==> src/rtl/median_pkg.sv <==
// +-----------------------------------------------------------------------+
// | median_pkg                                                            |
// | Shared FSM state encoding and counter width helpers for the median    |
// | window pipeline controller.                                           |
// | Revision: 1.0                                                         |
// +-----------------------------------------------------------------------+
`default_nettype none

package median_pkg;

    typedef enum logic [2:0] {
        ST_IDLE  = 3'd0,
        ST_FILL  = 3'd1,
        ST_RUN   = 3'd2,
        ST_FLUSH = 3'd3,
        ST_DONE  = 3'd4
    } state_t;

    // A 3x3 window is complete once the pixel sits at row>=2 and col>=2.
    localparam int WIN_EDGE = 2;

    function automatic int cnt_width(input int n);
        return (n > 1) ? $clog2(n) : 1;
    endfunction

endpackage

`default_nettype wire

==> src/rtl/median_valid_sr.sv <==
// +-----------------------------------------------------------------------+
// | median_valid_sr                                                       |
// | Enable-gated shift register carrying valid (and optionally border)    |
// | tags alongside the median pipeline stages.                            |
// | Revision: 1.0                                                         |
// +-----------------------------------------------------------------------+
`default_nettype none

module median_valid_sr #(
    parameter int DEPTH = 3,
    parameter int DW    = 1
) (
    input  logic          clk,
    input  logic          rst_n,
    input  logic          i_en,
    input  logic [DW-1:0] i_din,
    output logic [DW-1:0] o_tail,
    output logic          o_any
);

    logic [DEPTH-1:0][DW-1:0] r_sr;

    always_ff @(posedge clk or negedge rst_n) begin
        if (!rst_n) begin
            r_sr <= '0;
        end else if (i_en) begin
            r_sr[0] <= i_din;
            for (int i = 1; i < DEPTH; i++) begin
                r_sr[i] <= r_sr[i-1];
            end
        end
    end

    assign o_tail = r_sr[DEPTH-1];
    // Border tags only ride with set valid tags, so any set bit means a pending result.
    assign o_any  = |r_sr;

endmodule

`default_nettype wire

==> src/rtl/median_pipe_ctrl.sv <==
// +-----------------------------------------------------------------------+
// | median_pipe_ctrl                                                      |
// | Frame sequencer and valid tracking for a 3x3 median filter pipeline.  |
// | Optional macro MEDIAN_PIPE_CTRL_BORDER_EN adds a border-tagged output |
// | for every pixel instead of interior-only results.                     |
// | Revision: 1.0                                                         |
// +-----------------------------------------------------------------------+
`default_nettype none

module median_pipe_ctrl
    import median_pkg::*;
#(
    parameter int IMG_WIDTH  = 640,
    parameter int IMG_HEIGHT = 480,
    parameter int PIPE_DEPTH = 3
) (
    input  logic                              clk,
    input  logic                              rst_n,
    input  logic                              start,
    input  logic                              pix_valid,
    output logic                              pix_ready,
    output logic                              pipe_en,
    output logic [cnt_width(IMG_WIDTH)-1:0]   col,
    output logic [cnt_width(IMG_HEIGHT)-1:0]  row,
    output logic                              out_valid,
    input  logic                              out_ready,
    output logic                              busy,
    output logic                              done
`ifdef MEDIAN_PIPE_CTRL_BORDER_EN
    ,
    output logic                              border
`endif
);

    localparam int CW = cnt_width(IMG_WIDTH);
    localparam int RW = cnt_width(IMG_HEIGHT);
`ifdef MEDIAN_PIPE_CTRL_BORDER_EN
    localparam int DW = 2;
`else
    localparam int DW = 1;
`endif

    state_t          r_state;
    logic [CW-1:0]   r_col;
    logic [RW-1:0]   r_row;

    logic            w_active;
    logic            w_accept;
    logic            w_col_last;
    logic            w_row_last;
    logic            w_interior;
    logic [DW-1:0]   w_sr_in;
    logic [DW-1:0]   w_sr_tail;
    logic            w_sr_any;

    assign w_active   = (r_state == ST_FILL) || (r_state == ST_RUN);
    assign pix_ready  = w_active && (!out_valid || out_ready);
    assign w_accept   = pix_valid && pix_ready;
    assign w_col_last = (r_col == CW'(IMG_WIDTH - 1));
    assign w_row_last = (r_row == RW'(IMG_HEIGHT - 1));
    assign w_interior = (r_row >= RW'(WIN_EDGE)) && (r_col >= CW'(WIN_EDGE));

    always_comb begin
        pipe_en = 1'b0;
        case (r_state)
            ST_FILL, ST_RUN: pipe_en = w_accept;
            ST_FLUSH:        pipe_en = !out_valid || out_ready;
            default:         pipe_en = 1'b0;
        endcase
    end

`ifdef MEDIAN_PIPE_CTRL_BORDER_EN
    assign w_sr_in = {w_accept && !w_interior, w_accept};
    assign border  = w_sr_tail[1] && out_valid;
`else
    assign w_sr_in = w_accept && w_interior;
`endif

    median_valid_sr #(
        .DEPTH (PIPE_DEPTH),
        .DW    (DW)
    ) u_valid_sr (
        .clk    (clk),
        .rst_n  (rst_n),
        .i_en   (pipe_en),
        .i_din  (w_sr_in),
        .o_tail (w_sr_tail),
        .o_any  (w_sr_any)
    );

    assign out_valid = w_sr_tail[0];

    always_ff @(posedge clk or negedge rst_n) begin
        if (!rst_n) begin
            r_state <= ST_IDLE;
            r_col   <= '0;
            r_row   <= '0;
        end else begin
            case (r_state)
                ST_IDLE: begin
                    if (start) begin
                        r_state <= ST_FILL;
                        r_col   <= '0;
                        r_row   <= '0;
                    end
                end
                ST_FILL, ST_RUN: begin
                    if (w_accept) begin
                        // The final pixel freezes the counters on the last position.
                        if ((r_state == ST_RUN) && w_row_last && w_col_last) begin
                            r_state <= ST_FLUSH;
                        end else if (w_col_last) begin
                            r_col <= '0;
                            r_row <= r_row + RW'(1);
                            if ((r_state == ST_FILL) && (r_row == RW'(1))) begin
                                r_state <= ST_RUN;
                            end
                        end else begin
                            r_col <= r_col + CW'(1);
                        end
                    end
                end
                ST_FLUSH: begin
                    if (!w_sr_any) begin
                        r_state <= ST_DONE;
                    end
                end
                ST_DONE: begin
                    r_state <= ST_IDLE;
                end
                default: begin
                    r_state <= ST_IDLE;
                end
            endcase
        end
    end

    assign col  = r_col;
    assign row  = r_row;
    assign busy = (r_state != ST_IDLE);
    assign done = (r_state == ST_DONE);

endmodule

`default_nettype wire
==> config.mk <==
export PLATFORM = sky130hd
export DESIGN_NAME = median_pipe_ctrl
export DESIGN_NICKNAME = d
export VERILOG_FILES = /design/src/rtl/median_pkg.sv /design/src/rtl/median_valid_sr.sv /design/src/rtl/median_pipe_ctrl.sv
export SDC_FILE = /design/constraint.sdc
export NUM_CORES = 1
export LEC_CHECK = 0
export ABC_CLOCK_PERIOD_IN_PS = 2500
export CORE_UTILIZATION = 45
export DETAILED_ROUTE_END_ITERATION = 16
export GPL_TIMING_DRIVEN = 0
export PLACE_DENSITY = 0.69
export SETUP_SLACK_MARGIN = 0.02
export SLEW_MARGIN = 20
export SYNTH_ARGS = -nofsm -noshare
export SYNTH_HDL_FRONTEND = slang
export SYNTH_HIERARCHICAL = 1
export SYNTH_SLANG_ARGS = --single-unit
export TNS_END_PERCENT = 1
==> constraint.sdc <==
create_clock -name clk -period 2.5 [get_ports clk]
set_input_delay 0.75 -clock clk [delete_from_list [all_inputs] [get_ports clk]]
set_output_delay 0.75 -clock clk [all_outputs]
set_load 0.01 [all_outputs]
==> flow_summary.json, run 1 <==
{
  "status": "completed",
  "drv_slew": 0,
  "grt_pass1_wl_um": 7569,
  "mappedNetlistNets": 200,
  "period_needed_ps": 2486,
  "finalCritPeriodShare_pct": 99.43,
  "async_flop_share_pct": 100.0,
  "final_nets": 239,
  "setup_viol": 0,
  "ys_seq_elements": 25,
  "portBuffers": 28,
  "dpl_cell_area_um2": 2148,
  "n_antenna_cell": 0,
  "yosys_warnings": 6,
  "gp_congestion": 0.8494,
  "required_ps": 1750,
  "multiInputGateArea_um2": 1121,
  "row_count": 22,
  "rr_startpoint": "col[1]",
  "synth_seq_area_share_pct": 34.60,
  "cts_tree": "done",
  "cts.hold.buffers_added": 0,
  "crit_type": "reg -> out",
  "p_leak_nw": 1.025,
  "synth_cells": 190,
  "relSlewSlack_pct": 47.74,
  "crit_path_start": "r_state[0]",
  "wl_per_cell_um": 16.28,
  "ant_nets": 0,
  "track_usage_pct": 22.95,
  "start_util_pct": 48.30,
  "grt_antenna_before_repair": 0,
  "worst_pin_slew_ps": 781.0,
  "syn_area_um2": 1808,
  "postRouteWirelength_um": 4493,
  "rrSetupSlack_ps": 240,
  "tns_ps": 0,
  "skew_ps": 2.039,
  "start_kind": "flop",
  "drc": 0,
  "stdcell_area_um2": 2288,
  "ios": 29,
  "power.total_mw": 2.150,
  "drive_above_1_share_pct": 21.05,
  "cp_data_arrival_time_ps": 1740,
  "clock_latency_ps": 270,
  "htreeDepth": 1,
  "hold_class": "in -> async",
  "ff_latch_area_um2": 625.6,
  "p_per_area_nw_per_um2": 939.4,
  "clk_pin_slew_ps": 80,
  "synth_cell_types": 59,
  "r2r-end": "row[5]",
  "fmax_ghz": 0.4023,
  "layout_common_cells": "25 x dfrtp_1, 22 x clkdlybuf4s50_1, 16 x nor2_1, 11 x nand3_1",
  "end_kind": "output pin",
  "clock_path_buffers": 2,
  "numCtsBuffers": 3,
  "drt_pass1_iterations": 4,
  "core-area_um2": 3744,
  "ys.flop_type": "dfrtp_1",
  "cp_max_fo": 10,
  "vias_per_cell": 5.993,
  "cts_root_buf": "clkbuf_8",
  "layout_commonest_cell": "dfrtp_1",
  "routed-via-count": 1654,
  "overflow": 0,
  "hpwl_um": 3164,
  "drt_iter0_drc": 78,
  "vdd_drop_max_mv": 0.4259,
  "grt_setup_unrepaired": "true",
  "avgSynthCellArea_um2": 9.516,
  "worstRegToRegCells": 8,
  "grt_max_degree": 26,
  "die_w_um": 65.39,
  "max-cap-violations": 0,
  "die_area_um2": 4275,
  "fillers": 336,
  "synth_edf_count": 0,
  "grt_pass1_vias": 1580,
  "synthToLayoutAreaGrowth_pct": 26.57,
  "hold_viol": 0,
  "cts.sinks": 25,
  "die_y_um": 65.39
}
flip-flops by register name, summed over array words and instances, names as in the netlist:
name,count
row,9
r_state,3
u_valid_sr/r_sr,2
u_valid_sr/o_tail,1
col,10
worst max-delay path: stages, from the launching register on:
cell      delay [ps]
dfrtp_1          410
xnor2_2          160
or2_1            230
clkbuf_8         160
buf_6            140
buf_8            150
nor2_2            90
buf_2            130
power breakdown:
group          switching [mW]  total [mW]  internal (mW)
logic                   0.718        1.32          0.601
registers               0.112       0.590          0.478
clock network           0.126       0.240          0.114
total                   0.957        2.15           1.19
cell usage after synthesis, drive strengths merged (2+ instances only):
| cell type | number | area (µm²) |
|---|---|---|
| a31oi | 6 | 37.54 |
| nand3 | 11 | 55.05 |
| mux2 | 4 | 45.04 |
| nand2b | 4 | 40.04 |
| or4 | 2 | 15.01 |
| nor2 | 18 | 75.07 |
| inv | 9 | 33.79 |
| nor4 | 5 | 46.29 |
| or3b | 2 | 20.02 |
| o21ai | 13 | 65.06 |
| o41ai | 9 | 150.2 |
| nor3 | 7 | 40.04 |
| o31ai | 8 | 60.06 |
| a21oi | 4 | 23.77 |
| clkbuf | 2 | 7.510 |
| a21o | 3 | 22.52 |
| ha | 5 | 62.56 |
| nand3b | 2 | 15.01 |
| and2 | 6 | 37.54 |
| nand2 | 9 | 36.29 |
| o311ai | 2 | 17.52 |
| buf | 7 | 50.05 |
| o22ai | 3 | 18.77 |
| dfrtp | 25 | 625.6 |
| and3 | 5 | 31.28 |
layout make-up:
cell class	instances	share of cell area, %
well taps	48	2.624
clock buffers	4	1.968
plain buffers	9	3.718
repair buffers	34	13.72
multi-input cells	147	48.99
flip-flops and latches	25	27.34
inverters	9	1.640
metal layers:
layer | track usage [%] | share of wire [%]
met5 | 0 | 0
met1 | 30.91 | 47
met2 | 38.79 | 50
met4 | 7.065 | 1.1
met3 | 2.083 | 2.4
how the worst max path moves through the flow:
| stage | endpoint | slack, ps | cells after the start |
|---|---|---|---|
| 5_1_grt | pix_ready | -30 | 7 |
| 6_report | pix_ready | 10 | 7 |
| 3_3_place_gp | pipe_en | -750 | 4 |
| 3_5_place_dp | pipe_en | -760 | 4 |
| 4_1_cts | row[5] | 6 | 8 |
| 2_1_floorplan | pix_ready | 260 | 6 |
stage by stage:
stage / cells / setup WS (ps) / hold WS, ps / util [%]
floorplan: 190 / 264.4 / 454.4 / -
global placement: 266 / -745.6 / 483.2 / 57.39
detailed placement: 266 / -761.1 / 497.3 / 57.39
CTS: 276 / 6.150 / 517.2 / 61.03
global route: 276 / -28.88 / 495.5 / 61.13
finish: 276 / 14.19 / 459.5 / 61.13
kinds of logic after synthesis:
logic type / share of synthesized area (%)
mux: 2.491
buf+inv: 5.053
xor+xnor: 0.4845
fa+ha+maj: 3.460
compound gates: 28.17
flops: 34.60
simple gates: 25.74
what timing repair did:
item | in CTS | in global routing
setup endpoints to repair | 15 | 11
resized for setup | 25 | 5
pin swaps | 3 | 2
hold endpoints to repair | 0 | 0
setup buffers | 6 | 0
Power figures use the tool's default switching activity.
==> run 2: changes to the inputs <==
--- a/config.mk
+++ b/config.mk
@@ -6,10 +6,12 @@
 export NUM_CORES = 1
 export LEC_CHECK = 0
 export ABC_CLOCK_PERIOD_IN_PS = 2500
-export CORE_UTILIZATION = 45
+export CELL_PAD_IN_SITES_DETAIL_PLACEMENT = 0
+export CELL_PAD_IN_SITES_GLOBAL_PLACEMENT = 2
+export CORE_UTILIZATION = 33
 export DETAILED_ROUTE_END_ITERATION = 16
 export GPL_TIMING_DRIVEN = 0
-export PLACE_DENSITY = 0.69
+export PLACE_DENSITY_LB_ADDON = 0.1
 export SETUP_SLACK_MARGIN = 0.02
 export SLEW_MARGIN = 20
 export SYNTH_ARGS = -nofsm -noshare
==> flow_summary.json, run 2 (synthesized netlist as in run 1, its figures left out) <==
{
  "status": "completed",
  "hpwl_um": 3628,
  "die_area_um2": 5779,
  "fmax_ghz": 0.4176,
  "ant_nets": 0,
  "ios": 29,
  "drt_pass1_iterations": 4,
  "period_needed_ps": 2394,
  "cts.sinks": 25,
  "worst_pin_slew_ps": 625.8,
  "layout_common_cells": "23 x dfrtp_1, 21 x clkdlybuf4s50_1, 15 x nor2_1, 11 x nand3_1",
  "numCtsBuffers": 3,
  "postRouteWirelength_um": 5050,
  "layout_commonest_cell": "dfrtp_1",
  "drt_iter0_drc": 118,
  "grt_setup_unrepaired": "true",
  "cp_max_fo": 10,
  "drv_slew": 0,
  "finalCritPeriodShare_pct": 95.78,
  "wl_per_cell_um": 16.83,
  "power.total_mw": 2.253,
  "required_ps": 2680,
  "hold_class": "in -> async",
  "track_usage_pct": 18.97,
  "largest_reg_flops": 10,
  "synthToLayoutAreaGrowth_pct": 29.69,
  "start_kind": "primary input",
  "final_nets": 241,
  "die_w_um": 76.02,
  "vias_per_cell": 5.580,
  "cts.hold.buffers_added": 0,
  "row_count": 26,
  "clk_pin_slew_ps": 90,
  "clock_latency_ps": 270,
  "drc": 0,
  "start_util_pct": 34.74,
  "cts_tree": "done",
  "routed-via-count": 1674,
  "drive_above_1_share_pct": 23.04,
  "grt_pass1_wl_um": 8756,
  "setup_viol": 0,
  "grt_max_degree": 26,
  "p_per_area_nw_per_um2": 960.7,
  "grt_antenna_before_repair": 0,
  "dp_cells": 288,
  "cp_data_arrival_time_ps": 2570,
  "gp_congestion": 0.7884,
  "die_y_um": 76.02,
  "vdd_drop_max_mv": 0.3661,
  "overflow": 0,
  "final_cells": 300,
  "core-area_um2": 5205,
  "hold_viol": 0,
  "grt_pass1_vias": 1690,
  "end_kind": "flop",
  "n_antenna_cell": 0,
  "clock_path_buffers": 2,
  "htreeDepth": 1,
  "crit_type": "in -> reg",
  "p_leak_nw": 1.017,
  "cts_root_buf": "clkbuf_8",
  "relSlewSlack_pct": 58.28,
  "portBuffers": 28,
  "skew_ps": 4.482,
  "max-cap-violations": 0
}
-- run 2: layer usage --
metal	vias up	share of wire [%]	routed length, µm	global-route usage [%]
met2	33	49	2450	31.55
met4	0	1.1	57	6.154
met3	5	2.4	122	2.275
met1	817	48	2419	25.62
met5	-	0	0	0
li1	819	-	-	-
-- run 2: critical path, stage by stage --
cell and delay, ps:
clkdlybuf4s50_1 470, or3b_4 390, o41ai_4 110, o221ai_4 250, nand2b_4 200, buf_6 140, o41ai_2 270
-- run 2: through the flow --
step,setup TNS [ps],setup slack (ps),util [%],hold slack (ps),area [µm²]
2_1_floorplan,0,264.4,-,454.4,1808
3_3_place_gp,-6400,-760.4,41.80,484.0,2176
3_5_place_dp,-6703,-819.5,41.71,493.1,2171
4_1_cts,-31.88,-31.88,44.47,499.0,2315
5_1_grt,-8.458,-8.458,45.05,495.8,2345
6_report,0,105.6,45.05,482.5,2345
-- run 2: final timing paths --
| path | from | end | slack (ps) | cells past startpoint |
|---|---|---|---|---|
| min reg2reg | u_valid_sr/r_sr[0] | u_valid_sr/r_sr[0] | 510 | 1 |
| max reg2reg | col[1] | row[3] | 240 | 8 |
| max | start | row[3] | 110 | 7 |
| min in group clk | u_valid_sr/r_sr[0] | u_valid_sr/r_sr[0] | 510 | 1 |
| max in group asynchronous | rst_n | r_state[0] | 1580 | 1 |
| min | rst_n | row[5] | 480 | 1 |
-- run 2: power breakdown --
part / switching (mW) / internal [mW]
registers: 0.120 / 0.480
clock network: 0.140 / 0.114
logic: 0.743 / 0.656
-- run 2: layout make-up --
type	count	area (µm²)
timing repair buffer	37	331.6
multi-input combinational	147	1127
inverter	9	37.54
sequential	25	628.1
buffer	8	87.58
clock buffer	4	45.04
fill	514	2860
tap	70	87.58
-- run 2: what timing repair did --
action	CTS	global route
pin swaps	3	2
setup endpoints to repair	14	4
setup buffers	5	4
gates resized for setup	30	7
==> run 3: changes to the inputs <==
--- a/config.mk
+++ b/config.mk
@@ -5,12 +5,12 @@
 export SDC_FILE = /design/constraint.sdc
 export NUM_CORES = 1
 export LEC_CHECK = 0
+export ABC_AREA = 1
 export ABC_CLOCK_PERIOD_IN_PS = 2500
 export CELL_PAD_IN_SITES_DETAIL_PLACEMENT = 0
 export CELL_PAD_IN_SITES_GLOBAL_PLACEMENT = 2
-export CORE_UTILIZATION = 33
+export CORE_UTILIZATION = 30
 export DETAILED_ROUTE_END_ITERATION = 16
-export GPL_TIMING_DRIVEN = 0
 export PLACE_DENSITY_LB_ADDON = 0.1
 export SETUP_SLACK_MARGIN = 0.02
 export SLEW_MARGIN = 20
==> flow_summary.json, run 3 <==
{
  "setup_viol": 0,
  "die_y_um": 81.47,
  "path_cells": "inv_1 -> nand2_1 -> nor2_1 -> clkdlybuf4s50_1",
  "avgSynthCellArea_um2": 7.068,
  "r2r-end": "row[6]",
  "start_kind": "flop",
  "cts.sinks": 25,
  "die_w_um": 81.47,
  "hold_depth": 2,
  "vias_per_cell": 4.493,
  "p_int_uw": 992.4,
  "layout_common_cells": "88 x nand2_1, 29 x nor2_1, 28 x inv_1, 25 x dfrtp_1",
  "drive_above_1_share_pct": 17.65,
  "grt_pass1_vias": 1616,
  "dp_cells": 377,
  "ys.flop_type": "dfrtp_1",
  "switchingPower_mw": 1.018,
  "clock_latency_ps": 270,
  "grt_pass1_wl_um": 8383,
  "fmax_ghz": 0.4339,
  "synth_area_leaders": "dfrtp_1 33%, nand2_1 17%, nand3_1 6.3%",
  "swShare_pct": 50.64,
  "synth_seq_area_share_pct": 33.03,
  "worstPathBufferInverterCount": 2,
  "cts_tree": "done",
  "path_delay_family": "buffers and inverters",
  "portBuffers": 28,
  "wl_per_cell_um": 13.15,
  "critPathMaxStageDelay_ps": 530,
  "fin_hold_ws_ps": 484.2,
  "rr_startpoint": "col[1]",
  "dpl_worst_slack_ps": -430.9,
  "skew_ps": 7.012,
  "pwr-share-clk_pct": 12.5,
  "yosys_warnings": 6,
  "met1_length_um": 2794,
  "layout_setup_ws_ps": 195.2,
  "clock_path_buffers": 2,
  "grt_max_degree": 26,
  "track_usage_pct": 16.74,
  "tns_ps": 0,
  "routed-via-count": 1712,
  "layout_commonest_cell": "nand2_1",
  "comb_power_share_pct": 60.2,
  "period_needed_ps": 2305,
  "p_per_area_nw_per_um2": 847.4,
  "die_area_um2": 6637,
  "largest_reg_flops": 10,
  "synth_edf_count": 0,
  "gp_congestion": 0.7811,
  "synthToLayoutAreaGrowth_pct": 25.23,
  "ant_nets": 0,
  "crit_end": "done",
  "drv_slew": 0,
  "clk_pin_slew_ps": 100,
  "n_antenna_cell": 0,
  "end_kind": "output pin",
  "final_nets": 317,
  "status": "completed",
  "cts_setup_buffers": 0,
  "hold_class": "reg -> reg",
  "fillers": 659,
  "power.total_mw": 2.010,
  "relSlewSlack_pct": 74.26,
  "overflow": 0,
  "postRouteWirelength_um": 5009,
  "syn_area_um2": 1894,
  "p_leak_nw": 1.168,
  "start_util_pct": 31.62,
  "crit_type": "reg -> out",
  "dr_wl_met2_um": 2056,
  "wl_met3_um": 133,
  "worst_pin_slew_ps": 384.6,
  "drc": 0,
  "synth_top_area_share_pct": 33.03,
  "synth_common_cells": "88 x nand2_1, 32 x nor2_1, 29 x inv_1",
  "cp_data_arrival_time_ps": 1550,
  "cts.hold.buffers_added": 0,
  "core-area_um2": 5991,
  "synth_top_area_cell": "dfrtp_1",
  "mappedNetlistNets": 278,
  "yosysMostFrequentCell": "nand2_1",
  "numCtsBuffers": 3,
  "max-cap-violations": 0,
  "htreeDepth": 1,
  "crit_path_start": "r_state[0]",
  "ys_seq_elements": 25,
  "critPathSlowestCell": "clkdlybuf4s50_1",
  "hold_viol": 0,
  "worstRegToRegCells": 8,
  "drt_pass1_iterations": 4,
  "grt_setup_unrepaired": "false",
  "seq_power_share_pct": 27.3,
  "final_cells": 381,
  "row_count": 28,
  "drt_iter0_drc": 119,
  "cp_max_fo": 4,
  "finalCritPeriodShare_pct": 92.19,
  "hpwl_um": 3634,
  "async_flop_share_pct": 100.0,
  "rrSetupSlack_ps": 610,
  "synth_cell_types": 27,
  "top_layer_used": "met4",
  "vdd_drop_max_mv": 0.4893,
  "ios": 29,
  "grt_antenna_before_repair": 0,
  "crit_cells": 4,
  "required_ps": 1750,
  "synth_cells": 268,
  "cts_root_buf": "clkbuf_8"
}
## run 3: changes by cell type after synthesis, moves of 6 or more
| cell | before | now |
|---|---|---|
| nand3_1 | 11 | 24 |
| nand2_1 | 8 | 88 |
| nand2_4 | 0 | 6 |
| o31ai_1 | 8 | 0 |
| xor2_1 | 0 | 6 |
| inv_1 | 7 | 29 |
| a31oi_1 | 6 | 0 |
| o41ai_2 | 7 | 0 |
| nor2_1 | 17 | 32 |
| and2_1 | 6 | 0 |
| nand3_2 | 0 | 11 |
## run 3: worst reg2reg max path, delay by kind of cell, from the launching register on
kind | cells | cell delay (ps)
buffers and inverters | 1 | 80
AOI/OAI and AO/OA | 1 | 350
adders and majority gates | 1 | 240
and+or+nand+nor | 5 | 630
DFF | 1 | 500
## run 3: area by class of cell
cell class	instances	area, µm²	area share, %
multi-input cells	207	1137	47.94
flip-flops and latches	25	625.6	26.37
repair buffers	37	346.6	14.61
inverters	33	123.9	5.222
well taps	75	93.84	3.956
clock buffers	4	45.04	1.899
## run 3: repair_timing
action                                  in CTS  in global routing
pin swaps                                    1                  0
gates resized for setup                      8                  6
endpoints found under the setup margin       2                  3
## run 3: worst min-delay path by stage
| stage | from | end |
|---|---|---|
| 2_1_floorplan | r_state[1] | r_state[1] |
| 3_3_place_gp | r_state[1] | r_state[1] |
| 3_5_place_dp | r_state[1] | r_state[1] |
| 4_1_cts | r_state[1] | r_state[1] |
| 5_1_grt | r_state[1] | r_state[1] |
| 6_report | r_state[1] | r_state[1] |
## run 3: per-layer routing
metal / GRT usage (%) / up-vias
met5: 0 / -
met4: 4.286 / 0
met3: 1.889 / 2
met2: 24.92 / 22
met1: 25.27 / 771
li1: - / 917
## run 3: power by group through the flow
stage	clock network (mW)	logic (mW)	registers [mW]
after floorplan	0	0.800	0.553
after global placement	0	1.24	0.558
after detailed placement	0	1.24	0.557
after CTS	0.268	1.23	0.550
after global routing	0.283	1.36	0.563
final	0.252	1.21	0.549
## run 3: logic make-up after synthesis
| logic type | synth area share, % |
|---|---|
| AOI/OAI and AO/OA | 3.039 |
| xor gates and xnor gates | 2.774 |
| adders and majority gates | 3.303 |
| buffers and inverters | 7.793 |
| DFF | 33.03 |
| and+or+nand+nor | 50.07 |
## run 3: through the flow
step / area, µm² / utilization, %
2_1_floorplan: 1894 / -
3_3_place_gp: 2312 / 38.60
3_5_place_dp: 2312 / 38.60
4_1_cts: 2357 / 39.35
5_1_grt: 2372 / 39.60
6_report: 2372 / 39.60
